<file path="src/rtl/nn_seq_pkg.sv">
// Shared types and constants for the two-layer inference sequencer.
// NN_SEQ_TIMEOUT_EN adds the ERR state used by the wait-state watchdog.
package nn_seq_pkg;

  localparam int unsigned AW1    = 18;  // weight1 SRAM address
  localparam int unsigned AW2    = 12;  // weight2 SRAM address
  localparam int unsigned AW3    = 10;  // input SRAM address
  localparam int unsigned AW4    = 6;   // output SRAM address
  localparam int unsigned AW5    = 7;   // sigmoid LUT address
  localparam int unsigned CNT_W  = 18;  // sweep counter width
  localparam int unsigned WAIT_W = 10;  // wait-state watchdog width
  localparam int unsigned NLANES = 10;

  localparam logic [NLANES-1:0] SIG_ALL = 10'h3FF;

  typedef enum logic [3:0] {
    S_IDLE,
    S_L1_RUN,
    S_L1_WAIT,
    S_SIG1,
    S_L2_RUN,
    S_L2_WAIT,
    S_SIG2,
    S_WRITE
`ifdef NN_SEQ_TIMEOUT_EN
    , S_ERR
`endif
  } state_e;

endpackage

</file>
<file path="src/rtl/nn_seq_sweep.sv">
// Address sweep for one layer: presents 0..LEN-1 one per cycle, a start gate
// lagging the address by one cycle (SRAM read latency) and a last flag.
module nn_seq_sweep
  import nn_seq_pkg::*;
#(
  parameter int unsigned LEN = 784,
  parameter int unsigned AW  = 18
) (
  input  logic          clk,
  input  logic          rst_n,
  input  logic          clear_i,
  input  logic          en_i,
  output logic [AW-1:0] addr_o,
  output logic          gate_o,
  output logic          last_o
);

  localparam logic [CNT_W-1:0] LAST = CNT_W'(LEN - 1);

  logic [CNT_W-1:0] cnt_q, cnt_d;
  logic [AW-1:0]    addr_q, addr_d;
  logic             valid_q, valid_d;
  logic             gate_q, gate_d;
  logic             fin_q, fin_d;
  logic             last_q, last_d;

  // Next-state: counter stops at LEN-1, address is zero when not presenting.
  always_comb begin
    cnt_d   = cnt_q;
    fin_d   = fin_q;
    addr_d  = '0;
    valid_d = 1'b0;
    last_d  = 1'b0;
    gate_d  = valid_q;
    if (clear_i) begin
      cnt_d  = '0;
      fin_d  = 1'b0;
      gate_d = 1'b0;
    end else if (en_i && !fin_q) begin
      addr_d  = cnt_q[AW-1:0];
      valid_d = 1'b1;
      if (cnt_q == LAST) begin
        fin_d  = 1'b1;
        last_d = 1'b1;
      end else begin
        cnt_d = cnt_q + 1'b1;
      end
    end
  end

  // Sweep state registers.
  always_ff @(posedge clk or negedge rst_n) begin
    if (!rst_n) begin
      cnt_q   <= '0;
      fin_q   <= 1'b0;
      addr_q  <= '0;
      valid_q <= 1'b0;
      gate_q  <= 1'b0;
      last_q  <= 1'b0;
    end else begin
      cnt_q   <= cnt_d;
      fin_q   <= fin_d;
      addr_q  <= addr_d;
      valid_q <= valid_d;
      gate_q  <= gate_d;
      last_q  <= last_d;
    end
  end

  assign addr_o = addr_q;
  assign gate_o = gate_q;
  assign last_o = last_q;

endmodule

</file>
<file path="src/rtl/nn_sequencer.sv">
// Control FSM for the two-layer MAC/sigmoid inference datapath.
// Optional: define NN_SEQ_TIMEOUT_EN to enable the wait-state watchdog and ERR.
module nn_sequencer
  import nn_seq_pkg::*;
#(
  parameter int unsigned L1_LEN  = 784,
  parameter int unsigned L2_LEN  = 10,
  parameter int unsigned TIMEOUT = 1023
) (
  input  logic              clk,
  input  logic              reset,
  input  logic              go,
  input  logic              abort,
  input  logic [AW4-1:0]    out_slot,
  input  logic              host_we,
  input  logic [AW1-1:0]    host_addr,
  output logic              we,
  output logic              out_we,
  output logic [AW1-1:0]    address_1,
  output logic [AW2-1:0]    address_2,
  output logic [AW3-1:0]    address_3,
  output logic [AW4-1:0]    address_4,
  output logic [AW5-1:0]    address_5,
  output logic              mac1_start,
  output logic              mac2_start,
  input  logic              mac1_done,
  input  logic              mac2_done,
  input  logic [NLANES-1:0] sig1_ready,
  input  logic [NLANES-1:0] sig2_ready,
  output logic              busy,
  output logic              done,
  output logic              err
);

  state_e         state_q, state_d;
  logic [AW4-1:0] slot_q, slot_d;
  logic [AW4-1:0] a4_q, a4_d;
  logic [AW1-1:0] haddr_q, haddr_d;
  logic           hwe_q, hwe_d;
  logic           out_we_q, out_we_d;
  logic           busy_q, busy_d;
  logic           done_q, done_d;

  logic [AW1-1:0] s1_addr;
  logic [AW2-1:0] s2_addr;
  logic           s1_last, s2_last;

`ifdef NN_SEQ_TIMEOUT_EN
  localparam logic [WAIT_W-1:0] WAIT_LAST = WAIT_W'(TIMEOUT - 1);
  logic [WAIT_W-1:0] wait_q, wait_d;
  logic              err_q, err_d;
`else
  logic unused_timeout;
  assign unused_timeout = (TIMEOUT == 0);
`endif

  nn_seq_sweep #(.LEN(L1_LEN), .AW(AW1)) u_sweep1 (
    .clk     (clk),
    .rst_n   (reset),
    .clear_i (abort || (state_q != S_L1_RUN)),
    .en_i    (state_q == S_L1_RUN),
    .addr_o  (s1_addr),
    .gate_o  (mac1_start),
    .last_o  (s1_last)
  );

  nn_seq_sweep #(.LEN(L2_LEN), .AW(AW2)) u_sweep2 (
    .clk     (clk),
    .rst_n   (reset),
    .clear_i (abort || (state_q != S_L2_RUN)),
    .en_i    (state_q == S_L2_RUN),
    .addr_o  (s2_addr),
    .gate_o  (mac2_start),
    .last_o  (s2_last)
  );

  // Next state and next registered outputs; abort overrides everything.
  always_comb begin
    state_d  = state_q;
    slot_d   = slot_q;
    done_d   = 1'b0;
    out_we_d = 1'b0;
    a4_d     = '0;
    hwe_d    = 1'b0;
    haddr_d  = '0;
`ifdef NN_SEQ_TIMEOUT_EN
    err_d    = err_q;
    wait_d   = '0;
`endif
    case (state_q)
      S_IDLE: if (go) begin
        state_d = S_L1_RUN;
        slot_d  = out_slot;
      end
      S_L1_RUN:  if (s1_last)              state_d = S_L1_WAIT;
      S_L1_WAIT: if (mac1_done)            state_d = S_SIG1;
      S_SIG1:    if (sig1_ready == SIG_ALL) state_d = S_L2_RUN;
      S_L2_RUN:  if (s2_last)              state_d = S_L2_WAIT;
      S_L2_WAIT: if (mac2_done)            state_d = S_SIG2;
      S_SIG2:    if (sig2_ready == SIG_ALL) state_d = S_WRITE;
      S_WRITE: begin
        state_d = S_IDLE;
        done_d  = 1'b1;
      end
`ifdef NN_SEQ_TIMEOUT_EN
      S_ERR: if (go) begin
        state_d = S_L1_RUN;
        slot_d  = out_slot;
        err_d   = 1'b0;
      end
`endif
      default: state_d = S_IDLE;
    endcase

`ifdef NN_SEQ_TIMEOUT_EN
    // Watchdog only advances while a wait state holds; any transition clears it.
    if ((state_q == S_L1_WAIT || state_q == S_SIG1 ||
         state_q == S_L2_WAIT || state_q == S_SIG2) && state_d == state_q) begin
      if (wait_q == WAIT_LAST) begin
        state_d = S_ERR;
        err_d   = 1'b1;
      end else begin
        wait_d = wait_q + 1'b1;
      end
    end
`endif

    if (abort) begin
      state_d = S_IDLE;
      done_d  = 1'b0;
`ifdef NN_SEQ_TIMEOUT_EN
      err_d   = 1'b0;
      wait_d  = '0;
`endif
    end

    busy_d = (state_d != S_IDLE);
`ifdef NN_SEQ_TIMEOUT_EN
    if (state_d == S_ERR) busy_d = 1'b0;
`endif

    if (state_d == S_WRITE) begin
      out_we_d = 1'b1;
      a4_d     = slot_d;
    end
    if (state_d == S_IDLE && !abort) begin
      hwe_d   = host_we;
      haddr_d = host_addr;
      a4_d    = host_addr[AW4-1:0];
    end
  end

  // FSM state and registered outputs.
  always_ff @(posedge clk or negedge reset) begin
    if (!reset) begin
      state_q  <= S_IDLE;
      slot_q   <= '0;
      a4_q     <= '0;
      haddr_q  <= '0;
      hwe_q    <= 1'b0;
      out_we_q <= 1'b0;
      busy_q   <= 1'b0;
      done_q   <= 1'b0;
`ifdef NN_SEQ_TIMEOUT_EN
      wait_q   <= '0;
      err_q    <= 1'b0;
`endif
    end else begin
      state_q  <= state_d;
      slot_q   <= slot_d;
      a4_q     <= a4_d;
      haddr_q  <= haddr_d;
      hwe_q    <= hwe_d;
      out_we_q <= out_we_d;
      busy_q   <= busy_d;
      done_q   <= done_d;
`ifdef NN_SEQ_TIMEOUT_EN
      wait_q   <= wait_d;
      err_q    <= err_d;
`endif
    end
  end

  // Host pass-through and sweep addresses are never nonzero together, so OR-merge.
  assign address_1 = haddr_q | s1_addr;
  assign address_2 = haddr_q[AW2-1:0] | s2_addr;
  assign address_3 = haddr_q[AW3-1:0] | s1_addr[AW3-1:0];
  assign address_4 = a4_q;
  assign address_5 = haddr_q[AW5-1:0];
  assign we        = hwe_q;
  assign out_we    = out_we_q;
  assign busy      = busy_q;
  assign done      = done_q;
`ifdef NN_SEQ_TIMEOUT_EN
  assign err       = err_q;
`else
  assign err       = 1'b0;
`endif

endmodule

</file>
<file path="config.mk">
export PLATFORM = sky130hd
export DESIGN_NAME = nn_sequencer
export DESIGN_NICKNAME = d
export VERILOG_FILES = /design/src/rtl/nn_seq_pkg.sv /design/src/rtl/nn_seq_sweep.sv /design/src/rtl/nn_sequencer.sv
export SDC_FILE = /design/constraint.sdc
export NUM_CORES = 1
export LEC_CHECK = 0
export BUFFER_PORTS_ARGS = -buffer_cell sky130_fd_sc_hd__buf_2
export CAP_MARGIN = 30
export CORE_AREA = 2 2 109 111
export DETAILED_ROUTE_END_ITERATION = 12
export DIE_AREA = 0 0 111 113
export GPL_ROUTABILITY_DRIVEN = 0
export PLACE_DENSITY = 0.76
export SYNTH_ARGS = -nofsm -noshare
export SYNTH_HDL_FRONTEND = slang
export SYNTH_SLANG_ARGS = --single-unit
</file>
<file path="constraint.sdc">
create_clock -name clk -period 1.91 [get_ports clk]
set_clock_uncertainty 0.05 [all_clocks]
set_input_delay 0.191 -clock clk [delete_from_list [all_inputs] [get_ports clk]]
set_output_delay 0.191 -clock clk [all_outputs]
set_load 0.02 [all_outputs]
</file>
After elaboration in Yosys (flattened, before gate mapping)

Cells that the tools add are included.

Bitwise gates (word level): 3
Eq/ne operators: 16
Muxes and demuxes: 46
Reduce and logical (&&, ||, !) cells: 19
Add/sub/neg operators: 2

Operators by type and width:

| kind                                                                    | number |
|---|---|
| 18-bit two-way mux                                                      | 9 |
| 18-bit by 1-bit adder with 18-bit output, second input constant         | 2 |
| 4-bit two-way mux                                                       | 8 |
| 4-bit one-hot mux with 7 select lines                                   | 1 |
| 12-bit two-way mux                                                      | 2 |
| 6-bit two-way mux                                                       | 4 |
| 1-bit two-way mux                                                       | 22 |
| 10-bit == test, second input constant                                   | 2 |
| 4-bit by 3-bit == test with 1-bit output, second input constant         | 5 |
| 18-bit by 10-bit == test with 1-bit output, second input constant       | 1 |
| 18-bit by 4-bit == test with 1-bit output, second input constant        | 1 |
| 18-bit bitwise OR                                                       | 1 |
| 12-bit bitwise OR                                                       | 1 |
| 10-bit bitwise OR                                                       | 1 |
| 4-bit by 2-bit == test with 1-bit output, second input constant         | 2 |
| 4-bit logical NOT                                                       | 2 |
| 2-bit AND reduction                                                     | 4 |
| 2-bit nonzero test                                                      | 4 |
| 4-bit by 1-bit == test with 1-bit output, second input constant         | 1 |
| 2-bit by 1-bit inequality test with 1-bit output, second input constant | 2 |
| 4-bit by 1-bit inequality test with 1-bit output, second input constant | 1 |
| 4-bit by 3-bit inequality test with 1-bit output, second input constant | 1 |
| 4-bit nonzero test                                                      | 1 |
| 1-bit logical AND                                                       | 3 |
| other kinds (2)                                                         | 5 |

Word-level logic and storage cells: 106
Bits in registers: 112
Input bits: 51

Logic depth before layout (Yosys ltp)

Word-level depth: 7
Mapped depth: 8
Depth with buffers taken out: 6

By module

Synthesis repeated with hierarchy kept, for this count alone.

Cells, all modules: 480
Area, all modules: 5111.2 µm²

By module, submodules not included:

| module                  | cells each | area each (µm²) | times used | seq. area each (µm²) |
|---|---|---|---|---|
| nn_sequencer            | 183        | 1898.1          | 1          | 950.9 |
| nn_seq_sweep (u_sweep1) | 155        | 1692.9          | 1          | 1001.0 |
| nn_seq_sweep (u_sweep2) | 142        | 1520.2          | 1          | 850.8 |

Worst setup path after synthesis

No wires, ideal clock.

Kind: reg-to-reg
Start point: register state_q[1]
End point: register u_sweep2.cnt_q[3]
Cell stages (with the launch flop): 6
Data arrival time: 1841 ps
Required time: 1733 ps
Clock period less this slack: 2019 ps
Library setup time: 127 ps
Setup slack: -109 ps
Cells stage by stage: dfrtp_1 buf_2 or4b_4 a211oi_4 nand4_1 mux2_1

Cells in the longest elaborated chain, start to end: 4

Ends and longest elaborated chain:

| element                                                                                                             | RTL line                               | source |
|---|---|---|
| from (decl)                                                                                                         | nn_sequencer.sv:35                     | `state_e state_q, state_d;` |
| from (signal assigned)                                                                                              | nn_sequencer.sv:169                    | `state_q <= state_d;` |
| 4-bit by 3-bit inequality test with 1-bit output / 4-bit by 3-bit == test with 1-bit output (equally long branches) | nn_sequencer.sv:70, nn_sequencer.sv:71 |  |
| 1-bit logical OR / 1-bit logical AND (equally long branches)                                                        | nn_sequencer.sv:70, nn_seq_sweep.sv:39 |  |
| 2-bit by 1-bit inequality test with 1-bit output (no source line) / 2-bit nonzero test (equally long branches)      | --                                     |  |
| 2-bit AND reduction (no source line)                                                                                | --                                     |  |
| to (signal assigned)                                                                                                | nn_seq_sweep.sv:61                     | `cnt_q <= cnt_d;` |
| to (decl)                                                                                                           | nn_seq_sweep.sv:20                     | `logic [CNT_W-1:0] cnt_q, cnt_d;` |

Several ways; a longest one is shown, not always the timed one.
A chain may end at the register's enable or synchronous reset.

Worst setup path in the final report

Start point: register state_q[0]
End point: register u_sweep2.cnt_q[3]

Same word-level chain as after synthesis.

==> results.yml <==
power:
  power.switching_fraction_pct: 24.11
  power.static_leakage_nw: 3.239
  switchingPower_mw: 1.124
  pwr-share-clk_pct: 38.4
  seq_power_share_pct: 52.4
  internal_power_mw: 3.537
  powerDensity_mw_per_mm2: 712.8
  p_comb_share_pct: 9.2
  power.ir.vdd_worst_uv: 413.3
outcome:
  status: "finished with violations"
  violated_checks: "setup timing"
global_routing:
  grt_pass1_wl_mm: 19.07
  groute.usage.overall_pct: 18.83
  antenna_found_initial: 1
  global_route.overflow_total: 0
  grt_start_max_net_pins: 43
  grt_pass1_vias: 3951
placement:
  detailed_place.area_mm2: 0.005973
  post-dp-hpwl_mm: 8.048
  place.port_buffers: 109
synth:
  cell_types_with_the_highest_counts_after_synthesis: "sky130_fd_sc_hd__dfrtp_1, sky130_fd_sc_hd__nor2_1, sky130_fd_sc_hd__and2_1"
  synthDominantAreaCellType: "sky130_fd_sc_hd__dfrtp_1"
  ys.warnings.count: 0
  yosysSeqAreaShare_pct: 56.25
  synth.top_cells.by_area: "sky130_fd_sc_hd__dfrtp_1, sky130_fd_sc_hd__and2_1, sky130_fd_sc_hd__nor2_1, sky130_fd_sc_hd__or2_2, sky130_fd_sc_hd__xor2_1"
  ys_async_sr_fraction_pct: 100.0
  synthFlopType: "sky130_fd_sc_hd__dfrtp_1"
  post-synth-top-count-cell: "sky130_fd_sc_hd__dfrtp_1"
  gate_count_after_technology_mapping: 454
  synthesis.area_per_instance_um2: 10.97
  ys_types: 51
  synth_top_area_share_pct: 56.25
  synth-seq-cells: 112
  synth_area_mm2: 0.004982
  synth_edf_count: 0
timing:
  hold_violations: 0
  setup-violations-final: 4
  timing.final.max_slew_violations: 0
  achievable-frequency_ghz: 0.5150
  post-route-min-period_ns: 1.942
  post-route-worst-setup-slack_ns: -0.03190
  period_share_pct: 101.7
  timing.slew.headroom_pct: 65.93
  setup_repair_after_global_routing_missed_its_margin: "true"
  setup-tns-final_ns: -0.07848
  worst_slew_pin_tran_ns: 0.5091
drt:
  detail_route.drc_violations: 0
  routed_via_density: 5.078
  num_vias: 3895
  firstDrtPassIters: 4
  wl_met3_um: 642
  met2_wirelength_mm: 5.654
  maxUsedRoutingLayer: "met4"
  antenna_left: 0
  wl_mm: 11.48
  drt_first_iter_violations: 263
  routed_met1_length_mm: 4.987
  routedWlPerCell_um: 14.97
final_layout:
  final_cell_area_mm2: 0.006539
  num-fill-cells: 927
  insertedDiodeCount: 0
  final_layout_size_suffix_gt1_share_pct: 41.67
  flow.area_growth_from_synthesis_pct: 31.24
  finalNetCount: 673
min_path:
  whs_path_depth: 2
  timing.hold.worst.class: "primary input to flop"
setup_path:
  worst_path_dominant_cell_family: "simple AND/OR/NAND/NOR gates"
  max_fanout_on_critical_path: 3
  critPathLaunchType: "flop"
  worst_ep_arrival_time_ns: 2.12
  crit_slowest_cell: "sky130_fd_sc_hd__or4b_4"
  crit_cells: 5
  worstSetupPathType: "flop to flop"
  crit_chain: "buf_6 -> or4b_4 -> a211oi_4 -> nand4_1 -> mux2_1"
  endpoint_kind: "flop"
  rr_worst_depth: 5
  worst-endpoint-required_ns: 2.09
  worstPathBufferInverterCount: 1
  maximum_cell_stage_delay_along_the_critical_path_ns: 0.56
floorplan:
  fp.dieH_um: 113
  rows: 39
  core_region_area_mm2: 0.01127
  floorplan.io_pins: 111
  floorplan.die.width_um: 111
  floorplan.initialDensity_pct: 44.20
  die-area_mm2: 0.01254
clocking:
  register_clock_pin_slew_on_the_reported_worst_setup_and_hold_paths_ns: 0.07
  cts-root-to-sink-buffers: 2
  cts_buffer_count: 9
  clock_sinks: 112
  clkLatencyLatePin_ns: 0.35
  tritoncts_clock_tree: "yes"
  clock_tree.htree_level_count: 3
  cts.root.buffer_cell: "sky130_fd_sc_hd__clkbuf_16"
flow_run:
  timing.max_cap.violations: 0
-- power by group through the flow --
stage               logic (mW)  registers [mW]  clock network (mW)
finish                   0.429            2.44                1.79
global route             0.471            2.45                1.93
CTS                      0.431            2.44                1.82
floorplan                0.219            2.49                   0
global placement         0.398            2.49                   0
detailed placement       0.408            2.49                   0
-- kinds of logic (layout without fill, tap and decap cells) --
group / after synthesis / after routing / share of synthesized area [%]
flip-flops: 112 / 112 / 56.25
AO/OA/AOI/OAI: 32 / 32 / 4.973
AND/OR/NAND/NOR: 223 / 223 / 25.64
multiplexers: 9 / 9 / 2.009
other: 1 / 2 / 0.07527
adder cells (fa/ha/maj): 3 / 3 / 0.7535
buffers and inverters: 43 / 212 / 4.847
XOR/XNOR: 31 / 31 / 5.450
-- sequential cells by signal (all words and copies together) (netlist names), 4 cells and up --
| name | flops |
|---|---|
| address_4 | 6 |
| haddr_q | 18 |
| slot_q | 6 |
| state_q | 4 |
| u_sweep1.addr_o | 18 |
| u_sweep1.cnt_q | 18 |
| u_sweep2.addr_o | 12 |
| u_sweep2.cnt_q | 18 |
-- routing by layer --
layer	up-vias	global-route usage, %
met5	-	0
met4	0	7.083
met3	17	3.803
met2	140	30.76
met1	1897	25.12
li1	1841	-
-- through the flow --
| step | utilization [%] | setup WS [ns] | cells | power (mW) | hold slack [ns] |
|---|---|---|---|---|---|
| floorplan | - | -0.05261 | 455 | 2.712 | -0.1546 |
| global placement | 52.89 | -0.4557 | 730 | 2.885 | 0.1327 |
| detailed placement | 52.99 | -0.2345 | 731 | 2.896 | 0.1314 |
| CTS | 57.13 | -0.03042 | 764 | 4.694 | 0.002327 |
| global route | 58.01 | -0.1057 | 767 | 4.853 | 0.004194 |
| finish | 58.01 | -0.03190 | 767 | 4.661 | 0.007259 |
-- cells in the final DEF, fill, tap and decap left out, types with 5 or more instances in the layout --
| cell type | instances |
|---|---|
| sky130_fd_sc_hd__or2_2 | 30 |
| sky130_fd_sc_hd__nand3_1 | 16 |
| sky130_fd_sc_hd__dfrtp_1 | 108 |
| sky130_fd_sc_hd__nor3_1 | 6 |
| sky130_fd_sc_hd__inv_1 | 8 |
| sky130_fd_sc_hd__dlygate4sd3_1 | 11 |
| sky130_fd_sc_hd__xnor2_1 | 13 |
| sky130_fd_sc_hd__and2_1 | 47 |
| sky130_fd_sc_hd__nor4_1 | 5 |
| sky130_fd_sc_hd__buf_6 | 5 |
| sky130_fd_sc_hd__nand4_1 | 15 |
| sky130_fd_sc_hd__a22o_1 | 6 |
| sky130_fd_sc_hd__buf_2 | 108 |
| sky130_fd_sc_hd__nor2_1 | 53 |
| sky130_fd_sc_hd__mux2_2 | 7 |
| sky130_fd_sc_hd__buf_4 | 62 |
| sky130_fd_sc_hd__clkbuf_16 | 9 |
| sky130_fd_sc_hd__nand2_1 | 10 |
| sky130_fd_sc_hd__and3_1 | 7 |
| sky130_fd_sc_hd__xor2_1 | 18 |
| sky130_fd_sc_hd__a21oi_1 | 6 |
-- final cells by class --
| type | instances | area [um2] | area share, % |
|---|---|---|---|
| Sequential cell | 112 | 2808 | 42.94 |
| Multi-Input combinational cell | 300 | 2027 | 31.00 |
| Timing Repair Buffer | 188 | 1212 | 18.54 |
| Clock buffer | 10 | 239.0 | 3.655 |
| Tap cell | 143 | 178.9 | 2.736 |
| Clock inverter | 6 | 43.79 | 0.6697 |
| Inverter | 8 | 30.03 | 0.4592 |
-- what timing repair did --
item	in CTS	in global routing
buffers inserted	8	3
resized for setup	10	20
endpoints found under the hold margin	47	0
setup endpoints to repair	44	57
hold buffers	11	0
pin swaps	9	12
-- final timing paths --
path                                  start                   to  slack, ns
min reg2reg                u_sweep2.valid_q      u_sweep2.gate_o       0.43
max in group asynchronous             reset  u_sweep1.addr_o[15]       0.94
max                              state_q[0]    u_sweep2.cnt_q[3]      -0.03
min                           host_addr[10]          haddr_q[10]      0.007
max reg2reg                      state_q[0]    u_sweep2.cnt_q[3]      -0.03
min in group asynchronous             reset          haddr_q[16]       0.30
No activity file was read; power rests on OpenSTA's default activity.
